`src/rtl/gain_oot_pkg.sv`:
```
// Shared types and constants for the sc16 gain block: IQ packing, clamp limits
// and the unity-gain value for a given number of fractional gain bits.
package gain_oot_pkg;

  typedef struct packed {
    logic signed [15:0] i;
    logic signed [15:0] q;
  } sc16_t;

  localparam int SC16_MAX = 32767;
  localparam int SC16_MIN = -32768;

  function automatic longint unity_gain(input int frac);
    return longint'(1) << frac;
  endfunction

endpackage

```
`src/rtl/gain_sc16_round_sat.sv`:
```
// Round-half-up and clamp of one full-precision product back to a signed 16-bit
// sample; sat flags when the clamp was applied.
module gain_sc16_round_sat
  import gain_oot_pkg::*;
#(
  parameter int PROD_W = 32,
  parameter int FRAC   = 8
) (
  input  logic signed [PROD_W-1:0] prod,
  output logic signed [15:0]       y,
  output logic                     sat
);

  // One guard bit keeps the half-LSB addition from overflowing.
  localparam logic signed [PROD_W:0] HALF = (PROD_W+1)'(1) << (FRAC-1);
  localparam logic signed [PROD_W:0] MAXV = (PROD_W+1)'(SC16_MAX);
  localparam logic signed [PROD_W:0] MINV = (PROD_W+1)'(SC16_MIN);

  function automatic logic signed [PROD_W:0] round_half_up(input logic signed [PROD_W-1:0] p);
    logic signed [PROD_W:0] s;
    s = $signed({p[PROD_W-1], p}) + HALF;
    return s >>> FRAC;
  endfunction

  function automatic logic signed [15:0] saturate(input logic signed [PROD_W:0] v);
    if (v > MAXV) return 16'(SC16_MAX);
    if (v < MINV) return 16'(SC16_MIN);
    return v[15:0];
  endfunction

  logic signed [PROD_W:0] rnd;

  always_comb begin
    rnd = round_half_up(prod);
    y   = saturate(rnd);
    sat = (rnd > MAXV) || (rnd < MINV);
  end

endmodule

```
`src/rtl/gain_sc16_core.sv`:
```
// Three-stage sc16 gain: register, multiply, round/saturate, one global stall.
// Optional GAIN_SAT_COUNT_EN adds the sat_count port counting clamped beats.
module gain_sc16_core
  import gain_oot_pkg::*;
#(
  parameter int GAIN_W    = 16,
  parameter int GAIN_FRAC = 8
) (
  input  logic              rfnoc_chdr_clk,
  input  logic              rfnoc_chdr_rst_n,
  input  logic [GAIN_W-1:0] gain,
  input  logic [31:0]       s_axis_tdata,
  input  logic              s_axis_tlast,
  input  logic              s_axis_tvalid,
  output logic              s_axis_tready,
  output logic [31:0]       m_axis_tdata,
  output logic              m_axis_tlast,
  output logic              m_axis_tvalid,
  input  logic              m_axis_tready
`ifdef GAIN_SAT_COUNT_EN
  , output logic [31:0]     sat_count
`endif
);

  localparam int PROD_W = 16 + GAIN_W;
  localparam logic signed [GAIN_W-1:0] UNITY = GAIN_W'(unity_gain(GAIN_FRAC));

  logic ce, accept;
  logic first_q, first_d;
  logic signed [GAIN_W-1:0] gain_lat_q, gain_lat_d, gain_beat;

  logic vld_p0_q, vld_p0_d, last_p0_q, last_p0_d;
  sc16_t x_p0_q, x_p0_d;
  logic signed [GAIN_W-1:0] g_p0_q, g_p0_d;

  logic vld_p1_q, vld_p1_d, last_p1_q, last_p1_d;
  logic signed [PROD_W-1:0] prod_i_p1_q, prod_i_p1_d, prod_q_p1_q, prod_q_p1_d;

  logic vld_p2_q, vld_p2_d, last_p2_q, last_p2_d;
  sc16_t y_p2_q, y_p2_d;

  logic signed [15:0] y_i, y_q;
  logic sat_i, sat_q;

`ifdef GAIN_SAT_COUNT_EN
  logic [31:0] sat_cnt_q, sat_cnt_d;
`else
  logic sat_unused;
  assign sat_unused = sat_i | sat_q;
`endif

  gain_sc16_round_sat #(.PROD_W(PROD_W), .FRAC(GAIN_FRAC)) u_rs_i (
    .prod (prod_i_p1_q),
    .y    (y_i),
    .sat  (sat_i)
  );

  gain_sc16_round_sat #(.PROD_W(PROD_W), .FRAC(GAIN_FRAC)) u_rs_q (
    .prod (prod_q_p1_q),
    .y    (y_q),
    .sat  (sat_q)
  );

  always_comb begin
    ce        = !vld_p2_q || m_axis_tready;
    accept    = s_axis_tvalid && ce;
    gain_beat = first_q ? $signed(gain) : gain_lat_q;

    first_d     = first_q;
    gain_lat_d  = gain_lat_q;
    vld_p0_d    = vld_p0_q;
    last_p0_d   = last_p0_q;
    x_p0_d      = x_p0_q;
    g_p0_d      = g_p0_q;
    vld_p1_d    = vld_p1_q;
    last_p1_d   = last_p1_q;
    prod_i_p1_d = prod_i_p1_q;
    prod_q_p1_d = prod_q_p1_q;
    vld_p2_d    = vld_p2_q;
    last_p2_d   = last_p2_q;
    y_p2_d      = y_p2_q;
`ifdef GAIN_SAT_COUNT_EN
    sat_cnt_d   = sat_cnt_q;
`endif

    if (accept) begin
      first_d    = s_axis_tlast;
      gain_lat_d = gain_beat;
    end

    if (ce) begin
      // p0: capture input beat with the gain that applies to its packet
      vld_p0_d    = s_axis_tvalid;
      last_p0_d   = s_axis_tvalid && s_axis_tlast;
      x_p0_d      = s_axis_tdata;
      g_p0_d      = gain_beat;
      // p1: full-precision products
      vld_p1_d    = vld_p0_q;
      last_p1_d   = last_p0_q;
      prod_i_p1_d = PROD_W'(x_p0_q.i) * PROD_W'(g_p0_q);
      prod_q_p1_d = PROD_W'(x_p0_q.q) * PROD_W'(g_p0_q);
      // p2: rounded, clamped output beat
      vld_p2_d    = vld_p1_q;
      last_p2_d   = last_p1_q;
      y_p2_d      = '{i: y_i, q: y_q};
`ifdef GAIN_SAT_COUNT_EN
      if (vld_p1_q && (sat_i || sat_q) && (sat_cnt_q != 32'hFFFF_FFFF))
        sat_cnt_d = sat_cnt_q + 32'd1;
`endif
    end
  end

  always_ff @(posedge rfnoc_chdr_clk or negedge rfnoc_chdr_rst_n) begin
    if (!rfnoc_chdr_rst_n) begin
      first_q    <= 1'b1;
      gain_lat_q <= UNITY;
      vld_p0_q   <= 1'b0;
      last_p0_q  <= 1'b0;
      vld_p1_q   <= 1'b0;
      last_p1_q  <= 1'b0;
      vld_p2_q   <= 1'b0;
      last_p2_q  <= 1'b0;
      y_p2_q     <= '0;
`ifdef GAIN_SAT_COUNT_EN
      sat_cnt_q  <= '0;
`endif
    end else begin
      first_q    <= first_d;
      gain_lat_q <= gain_lat_d;
      vld_p0_q   <= vld_p0_d;
      last_p0_q  <= last_p0_d;
      vld_p1_q   <= vld_p1_d;
      last_p1_q  <= last_p1_d;
      vld_p2_q   <= vld_p2_d;
      last_p2_q  <= last_p2_d;
      y_p2_q     <= y_p2_d;
`ifdef GAIN_SAT_COUNT_EN
      sat_cnt_q  <= sat_cnt_d;
`endif
    end
  end

  always_ff @(posedge rfnoc_chdr_clk) begin
    x_p0_q      <= x_p0_d;
    g_p0_q      <= g_p0_d;
    prod_i_p1_q <= prod_i_p1_d;
    prod_q_p1_q <= prod_q_p1_d;
  end

  assign s_axis_tready = ce;
  assign m_axis_tvalid = vld_p2_q;
  assign m_axis_tlast  = last_p2_q;
  assign m_axis_tdata  = y_p2_q;
`ifdef GAIN_SAT_COUNT_EN
  assign sat_count     = sat_cnt_q;
`endif

endmodule

```
`config.mk`:
```
export PLATFORM = sky130hd
export DESIGN_NAME = gain_sc16_core
export DESIGN_NICKNAME = d
export VERILOG_FILES = /design/src/rtl/gain_oot_pkg.sv /design/src/rtl/gain_sc16_round_sat.sv /design/src/rtl/gain_sc16_core.sv
export SDC_FILE = /design/constraint.sdc
export NUM_CORES = 2
export LEC_CHECK = 0
export CORE_UTILIZATION = 60
export CTS_CLUSTER_DIAMETER = 50
export CTS_CLUSTER_SIZE = 10
export DETAILED_ROUTE_END_ITERATION = 8
export GPL_TIMING_DRIVEN = 0
export PLACE_DENSITY_LB_ADDON = 0.12
export SLEW_MARGIN = 20
export SYNTH_ARGS = -nofsm -noshare
export SYNTH_HDL_FRONTEND = slang
export SYNTH_SLANG_ARGS = --single-unit
```
`constraint.sdc`:
```
create_clock -name rfnoc_chdr_clk -period 12 [get_ports rfnoc_chdr_clk]
set_input_delay 1.8 -clock rfnoc_chdr_clk [delete_from_list [all_inputs] [get_ports rfnoc_chdr_clk]]
set_output_delay 1.8 -clock rfnoc_chdr_clk [all_outputs]
set_load 0.03 [all_outputs]
```
==> flow_summary.toml <==
[finish]
final_nets = 3403
area_growth_syn_to_layout_pct = 8.47
final_cell_mix = "inv_1, fa_1, nand2_1"
drive_above_1_share = 0.0351
layout_commonest_cell = "inv_1"
nFillCells = 3487
ff_latch_area_um2 = 4320
diodes = 0
multi_input_area_um2 = 18700

[die]
rows = 75
initial_utilization = 0.610
die-area_um2 = 43600
pin_count = 88
dieWidth_um = 209
coreArea_um2 = 42000
die_y_um = 209

[clock_tree]
hold_buffers = 0
cts_setup_buffers = 0
clock_sinks = 153
clock_latency_ps = 510
post_cts_resized = 0
clkTransAtPathRegs_ps = 70
numCtsBuffers = 17
cts_max_level = 4
clockBufferDepth = 2
cts_tree = "built"
cts-root-buf = "clkbuf_16"

[worst_setup_path]
cpPeakStageDelay_ps = 790
crit_fanout = 11
path_class = "flop to flop"
crit_slowest_cell = "clkbuf_1"
arrival_ps = 8020
endpoint_kind = "flop"
cp_common_cell = "fa_1"
start_kind = "flop"
crit_required_ps = 12230
r2r_cells = 19
cp_cell_sequence = "inv_1 > clkbuf_1 > nor2_1 > fa_1 > fa_1 > fa_1 > fa_1 > fa_1 > inv_1 > fa_1 > inv_1 > ha_1 > a2111oi_0 > o21ai_0 > a221oi_1 > o211ai_1 > a2111oi_2 > o31ai_1 > xor2_1"

[synthesis]
synth_top_family_by_area = "adder cells"
synth_cells = 2560
synth_cell_types = 75
postSynthAreaPerCell_um2 = 10.0
ys_warn_count = 0
synth_edf_count = 98
synth-adder-area-share = 0.485
async_reset_ff_frac = 0.359
ys_ff_latch = 153
synth.area.mux_share = 0.0153
yosys.area_share.xor_xnor = 0.0328
syn_nets = 3295
synth_compound_area_frac = 0.0507
synthSimpleGateAreaFrac = 0.145
seq_area_frac_synth = 0.168
synth-main-ff-cell = "edfxtp_1"
netlist_area_um2 = 25700

[drt]
wl_per_cell_um = 20.1
ant_nets = 0
drt-total-wl_um = 64800
drtPass1Iterations = 5
routed_via_density = 5.65
drc = 0
vias = 18180
drt_iter0_markers = 1427

[status]
status = "complete, no violations"

[timing]
holdWs_ps = 468
fmax_mhz = 128
drv_slew = 0
hold_violations = 0
fin_skew_ps = 24.5
worst_slew_pin_slew_ps = 1070
rsz0062_at_grt = "no"
setup_tns_ps = 0
period_needed_ps = 7800
relSlewSlack = 0.285
setup_violations = 0
fin_crit_sh = 0.650

[global_routing]
grt_overflow = 0
grt_use_total = 0.326
grt_max_degree = 63
grt_first_pass_wirelength_um = 106000
antenna_found_initial = 1
grt_pass1_vias = 19643

[flow_run]
drv_cap = 0

[placement]
port_buffers = 87
dp_hpwl_um = 52800
gp_congestion = 0.930

[worst_hold_path]
min_path_type = "flop to flop"
hold_path_depth = 2
[synthesized netlist by cell type (3+ instances only)]
cell	count	area (um^2)
inv_1	604	2270
fa_1	522	10500
nand2_1	279	1050
and2_1	250	1560
ha_1	160	2000
edfxtp_1	98	2940
clkbuf_1	86	323
xnor2_1	65	569
nor2_1	61	229
dfrtp_1	53	1330
mux2_2	33	372
nand3_1	33	165
a21oi_1	31	155
xor2_1	31	272
a221o_1	29	290
o21ai_0	23	115
nor3_1	17	85.1
nand2b_1	16	100
nand4_1	16	100
a21o_1	15	113
a31oi_1	10	62.6
a211o_1	7	61.3
nor2b_1	7	43.8
a211oi_1	6	45.0
and3_1	6	37.5
and4_1	6	52.6
nor4_1	6	37.5
o211ai_1	6	45.0
a2111oi_0	5	43.8
o21a_1	5	37.5
o21bai_1	5	37.5
or2_2	4	25.0
or3_1	4	25.0
buf_2	3	15.0
o31ai_1	3	22.5
[area by class of cell]
type	instances	area share
multi-input combinational	1709	0.672
inverter	605	0.0818
timing repair buffer	89	0.0329
tap	539	0.0242
sequential	153	0.155
clock inverter	14	0.00459
clock buffer	18	0.0162
buffer	93	0.0132
[worst paths after layout]
check,startpoint,end,slack (ps)
max,g_p0_q[15],prod_q_p1_q[30],4200
min,m_axis_tdata[31],m_axis_tdata[31],470
max reg2reg,g_p0_q[15],prod_q_p1_q[30],4200
min in group asynchronous,rfnoc_chdr_rst_n,m_axis_tvalid,1170
max in group asynchronous,rfnoc_chdr_rst_n,gain_lat_q[8],10270
min reg2reg,m_axis_tdata[31],m_axis_tdata[31],470
[metrics by stage]
step / std cells / utilization / instance area (um^2) / setup slack [ps]
4_1_cts: 3220 / 0.662 / 27800 / 4230
3_3_place_gp: 3186 / 0.647 / 27200 / 2830
6_report: 3220 / 0.662 / 27800 / 4200
2_1_floorplan: 2560 / - / 25700 / 5800
5_1_grt: 3220 / 0.662 / 27800 / 3860
3_5_place_dp: 3188 / 0.648 / 27200 / 4290
[critical path: cells and delay by family, from the launching register on]
kind	cells	cell delay, ps
AOI/OAI and AO/OA	6	1980
xor gates and xnor gates	1	160
adders and majority gates	7	3240
buffers and inverters	4	1310
DFF	1	670
and+or+nand+nor	1	140
[logic make-up (layout without fill, tap and decap cells)]
group / after synthesis / after routing
simple gates: 723 / 723
buf+inv: 698 / 819
fa+ha+maj: 682 / 682
compound gates: 173 / 173
flops: 153 / 153
xor+xnor: 96 / 96
mux: 35 / 35
[per-layer routing]
layer / wire [um] / vias up / global-route usage
met5: 0 / - / 0
met4: 1650 / 0 / 0.101
met3: 5470 / 86 / 0.0720
met2: 30000 / 649 / 0.507
met1: 27700 / 9437 / 0.461
li1: - / 8008 / -
[registers in the layout (all words and copies together), names as in the netlist]
signal	flops
x_p0_q	32
prod_i_p1_q	25
vld_p1_q	1
gain_lat_q	16
g_p0_q	16
m_axis_tlast	1
last_p1_q	1
last_p0_q	1
vld_p0_q	1
m_axis_tdata	32
first_q	1
prod_q_p1_q	25
m_axis_tvalid	1
Power is left out: the tool's default activity adds up to more than one toggle a clock period on the data nets, which glitch-free logic cannot reach.
